## src/rtl/if_fetch_unit.sv

```systemverilog
// if_fetch_unit: program counter owner and single-outstanding instruction
// fetcher feeding the IF/ID register, with EX-redirect flush generation.
//
// Ports:
//   i_clk, i_resetn          clock, async active-low reset
//   i_stall                  hazard stall (hold IF/ID, no new request)
//   i_redirect, i_redirect_pc  EX-resolved control-flow change
//   o_imem_req/addr, i_imem_gnt, i_imem_rvalid/rdata  imem handshake
//   o_if_pc/p4/instr         buffered fetch triple
//   o_ifid_we, o_ifid_flush  IF/ID write enable and flush
//   o_fetch_misalign         pulse on misaligned redirect
//
// Build option: define FETCH_ALIGN_CHECK_EN to enable o_fetch_misalign;
// otherwise low redirect bits are dropped silently and the pulse is tied 0.

module if_fetch_unit #(
  parameter logic [31:0] RESET_PC = 32'h0000_0000
) (
  input  logic        i_clk,
  input  logic        i_resetn,
  input  logic        i_stall,
  input  logic        i_redirect,
  input  logic [31:0] i_redirect_pc,
  output logic        o_imem_req,
  output logic [31:0] o_imem_addr,
  input  logic        i_imem_gnt,
  input  logic        i_imem_rvalid,
  input  logic [31:0] i_imem_rdata,
  output logic [31:0] o_if_pc,
  output logic [31:0] o_if_p4,
  output logic [31:0] o_if_instr,
  output logic        o_ifid_we,
  output logic        o_ifid_flush,
  output logic        o_fetch_misalign
);

  localparam logic [2:0] S_BOOT  = 3'd0;
  localparam logic [2:0] S_REQ   = 3'd1;
  localparam logic [2:0] S_WAIT  = 3'd2;
  localparam logic [2:0] S_VALID = 3'd3;
  localparam logic [2:0] S_DROP  = 3'd4;

  localparam logic [31:0] NOP = 32'h0000_0013;

  logic [2:0]  state;
  logic [2:0]  state_nx;
  logic [31:0] pc;
  logic [31:0] pc_nx;
  logic [31:0] pc_p4;
  logic [31:0] redir_pc;
  logic        redir;
  logic        buf_we;
  logic        st_boot;
  logic        st_req;
  logic        st_wait;
  logic        st_valid;
  logic        st_drop;

  assign st_boot  = (state == S_BOOT);
  assign st_req   = (state == S_REQ);
  assign st_wait  = (state == S_WAIT);
  assign st_valid = (state == S_VALID);
  assign st_drop  = (state == S_DROP);

  // Redirect is ignored in BOOT so it cannot
  // disturb the first fetch after reset.
  assign redir    = i_redirect && !st_boot;
  assign redir_pc = i_redirect_pc & 32'hFFFF_FFFC;
  assign pc_p4    = pc + 32'd4;

  assign o_imem_addr  = pc;
  assign o_ifid_flush = redir;
  assign o_ifid_we    = !redir && st_valid
                        && !i_stall;
  assign o_imem_req   = !redir
                        && (st_req
                            || (st_valid
                                && !i_stall));

  always_comb begin
    state_nx = state;
    pc_nx    = pc;
    buf_we   = 1'b0;
    if (redir) begin
      pc_nx = redir_pc;
      // A response still owed by memory must
      // be swallowed before fetching again.
      if ((st_wait || st_drop)
          && !i_imem_rvalid)
        state_nx = S_DROP;
      else
        state_nx = S_REQ;
    end else begin
      unique case (1'b1)
        st_boot: state_nx = S_REQ;
        st_req: begin
          if (i_imem_gnt)
            state_nx = S_WAIT;
        end
        st_wait: begin
          if (i_imem_rvalid) begin
            buf_we   = 1'b1;
            pc_nx    = pc_p4;
            state_nx = S_VALID;
          end
        end
        st_valid: begin
          if (!i_stall)
            state_nx = i_imem_gnt ? S_WAIT
                                  : S_REQ;
        end
        st_drop: begin
          if (i_imem_rvalid)
            state_nx = S_REQ;
        end
        default: state_nx = S_BOOT;
      endcase
    end
  end

  always_ff @(posedge i_clk or negedge i_resetn) begin
    if (!i_resetn) begin
      state <= S_BOOT;
      pc    <= RESET_PC;
    end else begin
      state <= state_nx;
      pc    <= pc_nx;
    end
  end

  always_ff @(posedge i_clk or negedge i_resetn) begin
    if (!i_resetn) begin
      o_if_pc    <= 32'h0;
      o_if_p4    <= 32'h0;
      o_if_instr <= NOP;
    end else if (buf_we) begin
      o_if_pc    <= pc;
      o_if_p4    <= pc_p4;
      o_if_instr <= i_imem_rdata;
    end
  end

`ifdef FETCH_ALIGN_CHECK_EN
  logic mis_q;

  always_ff @(posedge i_clk or negedge i_resetn) begin
    if (!i_resetn)
      mis_q <= 1'b0;
    else
      mis_q <= redir
               && (i_redirect_pc[1:0] != 2'b00);
  end

  assign o_fetch_misalign = mis_q;
`else
  assign o_fetch_misalign = 1'b0;
`endif

endmodule
```

## config.mk

```make
export PLATFORM = sky130hd
export DESIGN_NAME = if_fetch_unit
export DESIGN_NICKNAME = d
export VERILOG_FILES = /design/src/rtl/if_fetch_unit.sv
export SDC_FILE = /design/constraint.sdc
export NUM_CORES = 1
export LEC_CHECK = 0
export CELL_PAD_IN_SITES_DETAIL_PLACEMENT = 1
export CELL_PAD_IN_SITES_GLOBAL_PLACEMENT = 1
export CORE_MARGIN = 2
export CORE_UTILIZATION = 33
export DETAILED_ROUTE_END_ITERATION = 7
export PLACE_DENSITY = 0.86
export SLEW_MARGIN = 10
export SYNTH_ARGS = -nofsm -noshare
export SYNTH_HDL_FRONTEND = slang
export SYNTH_SLANG_ARGS = --single-unit
```

## constraint.sdc

```tcl
create_clock -name i_clk -period 1.98 [get_ports i_clk]
set_input_delay 0.495 -clock i_clk [delete_from_list [all_inputs] [get_ports i_clk]]
set_output_delay 0.495 -clock i_clk [all_outputs]
set_load 0.01 [all_outputs]
```

# Word-level counts from Yosys, hierarchy flattened
# Index checks and enable logic that the tools add are counted.
dict set report classes {
  n_addsub 1
  mux 14
  n_eq_ne 8
  reduce_logical 17
}
# cell count
set ops {}
lappend ops {{$mux W32} 3}
lappend ops {{$add A32 B3 Y32 const B} 1}
lappend ops {{$mux W3} 6}
lappend ops {{$pmux W3 S5} 1}
lappend ops {{$ne A3 B3 Y1 const B} 4}
lappend ops {{$eq A3 B2 Y1 const B} 2}
lappend ops {{$logic_and A1 B1 Y1} 6}
lappend ops {{$logic_not A1 Y1} 4}
lappend ops {{$reduce_and A4 Y1} 1}
lappend ops {{$reduce_bool A2 Y1} 2}
lappend ops {{$eq A3 B1 Y1 const B} 1}
lappend ops {{$eq A3 B3 Y1 const B} 1}
lappend ops {{$logic_not A3 Y1} 1}
lappend ops {{$mux W1} 3}
lappend ops {{$logic_or A1 B1 Y1} 2}
lappend ops {{$mux W2} 1}
lappend ops {{$reduce_and A2 Y1} 1}
dict set report totals {
  reg_bits 131
  elab_cells 45
}

# Logic depth before layout (Yosys ltp)
# Gate-level depths: netlist (run 1).
dict set report logic_depth {
  depth_word 6
  mapped_depth 8
}

# Least setup slack after synthesis (run 1)
# No wires, ideal clock.
dict set report synth_path {
  path_type {input -> output}
  start {input i_redirect}
  end {output o_ifid_flush}
  path_slack_ns 0.043
  arrival_ns 1.442
  n_path_buf 3
  stages 6
  path_cell_list {buf_2 nand2b_1 nor2b_1 buf_4 nor2_1 clkbuf_1}
}
dict set report synth_between {
  elab_chain_cells 1
}
# item line_no
set synth_rtl {}
lappend synth_rtl {{start, declared} 22} ;# input logic i_redirect,
lappend synth_rtl {{$logic_and A1 B1 Y1} 67} ;# assign redir = i_redirect && !st_boot;
lappend synth_rtl {{end, declared} 33} ;# output logic o_ifid_flush,
# No other way between the ends.

# Final worst setup path (run 1)
dict set report layout_path {
  start {register state[2]}
  end {output o_ifid_flush}
}
dict set report layout_between {
  elab_chain_cells 3
}
# item line_no
set layout_rtl {}
lappend layout_rtl {{start, declared} 45} ;# logic [2:0] state;
lappend layout_rtl {{start signal, assigned} 126} ;# state <= state_nx;
lappend layout_rtl {{$logic_not A3 Y1} 59} ;# assign st_boot = (state == S_BOOT);
lappend layout_rtl {{$logic_not A1 Y1} 67}
lappend layout_rtl {{$logic_and A1 B1 Y1} 67}
# No other way between the ends.

==> impl_metrics.csv, run 1 <==
group,metric,value,unit
outcome,status,"finished with violations",
outcome,violations,"negative setup slack",
finish,syn2layout_area_growth,56.1,%
sta,skew,0.00721,ns
yosys,synth_flop_cell,"dfrtp_1",
yosys,ys_ff_latch,125,
clock_tree,worstSkewPairLatency,0.40,ns
floorplanning,die_x,136,um
finish,diodes,0,
clock_tree,clock-sinks,125,
sta,finalSetupTns,-0.357,ns
placement,place_ws,-0.762,ns
power_and_ir_drop,power_density,1260,nW/um2
clock_tree,cts_inserted_buffers,17,
clock_tree,tritoncts,"yes",
sta,setup_slack,-0.143,ns
placement,placed_area,8220,um2
detailed_routing,drcViolationCount,0,
power_and_ir_drop,peakVddDrop,627,uV
setup_path,critPathMaxFanout,4,
setup_path,r2r-end,"o_imem_addr[13]",
setup_path,criticalPathCategory,"reg -> out",
floorplanning,die_height,136,um
grt,grt_pass1_vias,5802,
power_and_ir_drop,seqPwrFrac,0.364,
yosys,yosysWarnings,0,
clock_tree,htreeDepth,4,
yosys,yosys-top-cells-area,"dfrtp_1, nand2_1, o21ai_0",
sta,setup_viol,5,
grt,grt_util_all_layers,0.215,
detailed_routing,wl,19800,um
floorplanning,core_area,17100,um2
finish,nFillCells,1952,
job,maxCapViolations,0,
power_and_ir_drop,p_int,7.68,mW
finish,final_util,0.521,
placement,portBuffers,192,
sta,hold_slack,0.0103,ns
sta,rsz0062_at_grt,"true",
floorplanning,die_area,18400,um2
yosys,async_flop_share,1.00,
power_and_ir_drop,switchingPower,3.57,mW
placement,dp_hpwl,13800,um
detailed_routing,dr.pass1.iters,4,
setup_path,r2r_start,"state[2]",
sta,fmax,471,MHz
yosys,netlist_instances,631,
detailed_routing,viasPerCell,4.98,
sta,fin_crit,2.12,ns
floorplanning,initial_utilization,0.334,
sta,finalHoldViolations,0,
power_and_ir_drop,clkPwrFrac,0.275,
finish,regArea,3150,um2
clock_tree,cts_root_buf,"clkbuf_16",
min_path,min_path_type,"in -> async",
floorplanning,design.portCount,202,
detailed_routing,ant_nets,0,
setup_path,crit_start,"state[2]",
finish,multiInputGateArea,2420,um2
detailed_routing,via_count,5484,
sta,drv_slew,0,
power_and_ir_drop,switching_share,0.317,
yosys,synth_top_area_share,0.534,
setup_path,endpoint_kind,"output port",
sta,post-route-period-util,1.07,
yosys,yosysTopAreaCell,"dfrtp_1",
power_and_ir_drop,p_leak,4.09,nW
yosys,synth_area_per_cell,9.06,um2
yosys,synth_edf_count,0,
clock_tree,cts-hold-fix-buffers,0,
grt,grt_pass1_wl,31000,um
setup_path,required,1.48,ns
finish,final_area,8920,um2
grt,grt_max_degree,73,
grt,overflow,0,
finish,fin_nets,935,
clock_tree,ctsLongestPathBuffers,2,
finish,drive_gt1_frac,0.154,
detailed_routing,wl_per_cell,18.0,um
detailed_routing,drtIter0Drc,227,
clock_tree,clk_pin_slew,0.06,ns
placement,gp_congestion,0.787,
setup_path,reg2regPathDepth,6,
power_and_ir_drop,power_frac_comb,0.360,
yosys,seq_area_frac_synth,0.548,
setup_path,crit_arrival,1.63,ns
grt,antenna_found_initial,0,
setup_path,worstSetupStartpointType,"flip-flop",
floorplanning,rows,48,
yosys,ys_types,55,
yosys,syn_area,5710,um2
setup_path,regToRegSetupSlack,-0.07,ns
-- routing by layer --
| layer | up-vias | GRT usage | wire length [um] |
|---|---|---|---|
| li1 | 2564 | - | - |
| met1 | 2729 | 0.270 | 8270 |
| met2 | 166 | 0.367 | 10000 |
| met3 | 25 | 0.0554 | 1180 |
| met4 | 0 | 0.0602 | 342 |
| met5 | - | 0 | 0 |
-- cell usage in the layout, fill, tap and decap left out, drive strengths merged, types with 4 or more instances in the layout --
master / n
nand2: 235
clkdlybuf4s50: 170
dfrtp: 122
buf: 68
o21ai: 53
clkbuf: 25
nor2: 20
xor2: 14
dlygate4sd2: 13
nand4: 12
nand3: 12
xnor2: 11
a22oi: 11
nor3: 9
a221o: 7
conb: 7
a21oi: 7
nor4: 6
a21o: 5
dlymetal6s2s: 5
inv: 5
o311ai: 5
and3: 4
o211ai: 4
or3: 4
-- stage by stage --
step	power (mW)	cells
floorplan	5.51	637
global placement	8.01	1064
detailed placement	8.16	1064
CTS	11.3	1098
global route	11.9	1101
finish	11.2	1101
-- synth_stat cells, types with 3 or more instances --
cell / number
a21o_1: 5
a21oi_1: 7
a221o_1: 7
a22oi_1: 11
and2_1: 3
and3_1: 4
and4_1: 3
buf_2: 18
buf_4: 8
clkbuf_1: 21
dfrtp_1: 122
dfstp_2: 3
inv_1: 5
nand2_1: 235
nand2b_1: 3
nand3_1: 11
nand4_1: 11
nor2_1: 20
nor3_1: 7
nor4_1: 4
o211ai_1: 4
o21ai_0: 51
o311ai_0: 4
or3_1: 3
xnor2_1: 11
xor2_1: 14
-- how the worst max path moves through the flow --
| stage | endpoint | slack [ns] |
|---|---|---|
| final | o_ifid_flush | -0.14 |
| after global routing | o_ifid_flush | -0.21 |
| after CTS | o_imem_addr[13] | -0.13 |
| after detailed placement | o_imem_addr[13] | -0.76 |
| after global placement | o_imem_addr[13] | -0.64 |
| after floorplan | o_ifid_flush | 0.04 |
-- registers in the layout, summed over array words and instances, names as in the netlist --
| name | flops |
|---|---|
| o_if_p4 | 30 |
| state | 3 |
| o_if_pc | 30 |
| o_imem_addr | 30 |
| o_if_instr | 32 |
-- cells by family after synthesis --
logic type	count (synthesis)	synth area share
DFF	125	0.548
muxes	2	0.00372
and+or+nand+nor	317	0.242
buffers and inverters	53	0.0440
xor gates and xnor gates	25	0.0383
adders and majority gates	1	0.00219
other	1	0.000656
AOI/OAI and AO/OA	107	0.121
-- power groups by stage --
stage                     Combinational (mW)  Sequential (mW)  Clock (mW)
after detailed placement                4.05             4.11           0
after global routing                    4.40             4.21        3.29
after CTS                               4.08             4.10        3.16
after floorplan                         1.08             4.43           0
after global placement                  3.94             4.07           0
final                                   4.05             4.10        3.10
-- layout make-up --
cell class                 count  area share
multi-input combinational    459       0.272
inverter                       5     0.00210
clock buffer                  25      0.0567
clock inverter                 6     0.00926
tap                          225      0.0316
timing repair buffer         256       0.276
sequential                   125       0.353
-- worst max-delay path, stage by stage, from the launching register on --
cell and delay [ns]:
dfrtp_2 0.46, nor3b_4 0.30, nor2b_4 0.27, nor2_4 0.08
buf_6 0.12
-- timing repair --
action	4_1_cts	5_1_grt
buffers inserted	3	3
pin swaps	3	0
endpoints found under the setup margin	95	28
resized for setup	47	14
(Power assumes the default switching activity.)
==> run 2, diff against run 1 <==
ABC_CLOCK_PERIOD_IN_PS = 1980   (was default)
CORE_MARGIN = 1.5   (was 2)
GPL_ROUTABILITY_DRIVEN = 0   (was default)
==> run 2 against run 1 <==
Effect of this change: total power grew 1.2%; via count grew 2.3%; the run still ends with negative setup slack left; clock-buffer cell count grew 2; highest routed layer unchanged; non-clock buffer count grew 5; largest cell class unchanged.
==> impl_metrics.csv, run 2 (synthesis results as in run 1) <==
group,metric,value,unit
power_and_ir_drop,peakVddDrop,654,uV
placement,dp_cells,1056,
detailed_routing,via_count,5612,
placement,dp_hpwl,14000,um
finish,final_cells,1102,
setup_path,r2r-end,"o_imem_addr[27]",
detailed_routing,wl_per_cell,19.1,um
setup_path,criticalPathCategory,"in -> out",
finish,nFillCells,1895,
clock_tree,cts_inserted_buffers,17,
grt,grt_max_degree,73,
sta,drv_slew,0,
finish,largest_reg_flops,32,
finish,syn2layout_area_growth,57.7,%
floorplanning,die_height,135,um
floorplanning,rows,47,
floorplanning,initial_utilization,0.341,
placement,portBuffers,192,
sta,fin_crit,2.15,ns
placement,placed_area,8180,um2
floorplanning,design.portCount,202,
finish,most-common-layout-cells,"nand2_1, clkdlybuf4s50_1, dfrtp_1",
clock_tree,cts_root_buf,"clkbuf_16",
clock_tree,tritoncts,"yes",
finish,drive_gt1_frac,0.161,
outcome,status,"finished with violations",
detailed_routing,wl,21100,um
finish,top_register,"o_if_instr",
clock_tree,ctsLongestPathBuffers,2,
setup_path,crit_arrival,1.65,ns
grt,overflow,0,
min_path,min_path_type,"in -> async",
floorplanning,core_area,16800,um2
finish,fin_nets,940,
setup_path,critPathMaxFanout,3,
sta,skew,0.00905,ns
grt,grt_pass1_wl,33000,um
sta,rsz0062_at_grt,"true",
floorplanning,die_area,18100,um2
detailed_routing,drtIter0Drc,298,
detailed_routing,drcViolationCount,0,
clock_tree,clk_pin_slew,0.05,ns
finish,multiInputGateArea,2430,um2
job,maxCapViolations,0,
detailed_routing,viasPerCell,5.09,
clock_tree,clock-sinks,125,
sta,fmax,466,MHz
finish,final_common_cell,"nand2_1",
finish,final_util,0.538,
sta,setup_slack,-0.168,ns
grt,grt_pass1_vias,6180,
setup_path,required,1.48,ns
finish,regArea,3150,um2
sta,finalHoldViolations,0,
grt,antenna_found_initial,0,
sta,post-route-period-util,1.08,
setup_path,worstSetupStartpointType,"input pin",
placement,place_ws,-0.638,ns
clock_tree,htreeDepth,4,
sta,setup_viol,4,
sta,finalSetupTns,-0.395,ns
detailed_routing,ant_nets,0,
floorplanning,die_x,135,um
power_and_ir_drop,p_leak,4.15,nW
finish,final_area,9010,um2
setup_path,reg2regPathDepth,8,
finish,diodes,0,
detailed_routing,dr.pass1.iters,4,
setup_path,endpoint_kind,"output port",
grt,grt_util_all_layers,0.238,
setup_path,r2r_start,"state[2]",
setup_path,regToRegSetupSlack,0,ns
outcome,violations,"negative setup slack",
clock_tree,worstSkewPairLatency,0.42,ns
power_and_ir_drop,power_density,1260,nW/um2
run 2: per-layer routing:
layer  GRT usage  share of wire  vias to the layer above
met2       0.411           0.50                      174
met5           0              0                        -
li1            -              -                     2586
met3      0.0589          0.051                       61
met1       0.280           0.40                     2791
met4       0.110          0.042                        0
run 2: final cells by class:
cell class,instances,area share
flip-flops and latches,125,0.350
repair buffers,261,0.281
multi-input cells,459,0.270
clock buffers,27,0.0580
well taps,220,0.0305
clock inverters,5,0.00861
inverters,5,0.00208
run 2: where the power goes:
| group | internal (mW) | leakage, nW | switching [mW] |
|---|---|---|---|
| logic | 2.21 | 2.27 | 1.89 |
| registers | 3.45 | 1.58 | 0.645 |
| clock network | 2.05 | 0.294 | 1.14 |
run 2: how the worst max path moves through the flow:
stage,start,endpoint,slack [ns],depth (start not counted)
2_1_floorplan,i_redirect,o_ifid_flush,0.04,6
3_3_place_gp,i_imem_rvalid,o_ifid_flush,-0.62,5
3_5_place_dp,i_imem_rvalid,o_ifid_flush,-0.64,5
4_1_cts,state[2],o_ifid_flush,-0.21,5
5_1_grt,state[2],o_ifid_flush,-0.23,5
6_report,i_redirect,o_ifid_we,-0.17,4
run 2: critical path, stage by stage:
cell             delay [ns]
clkdlybuf4s50_1        0.44
or3_4                  0.36
nor3b_2                0.18
buf_2                  0.17
run 2: metrics by stage:
stage | total power [mW] | hold slack, ns
after detailed placement | 8.16 | 0.281
after CTS | 11.4 | 0.399
after floorplan | 5.51 | 0.199
after global routing | 12.0 | 0.433
final | 11.4 | 0.430
after global placement | 7.99 | 0.281
run 2: timing repair:
item | in CTS | in global routing
resized for setup | 51 | 16
hold buffers | 1 | 0
endpoints found under the setup margin | 38 | 50
buffers inserted | 7 | 8
cloned | 1 | 0
endpoints found under the hold margin | 1 | 0
pin swaps | 5 | 5
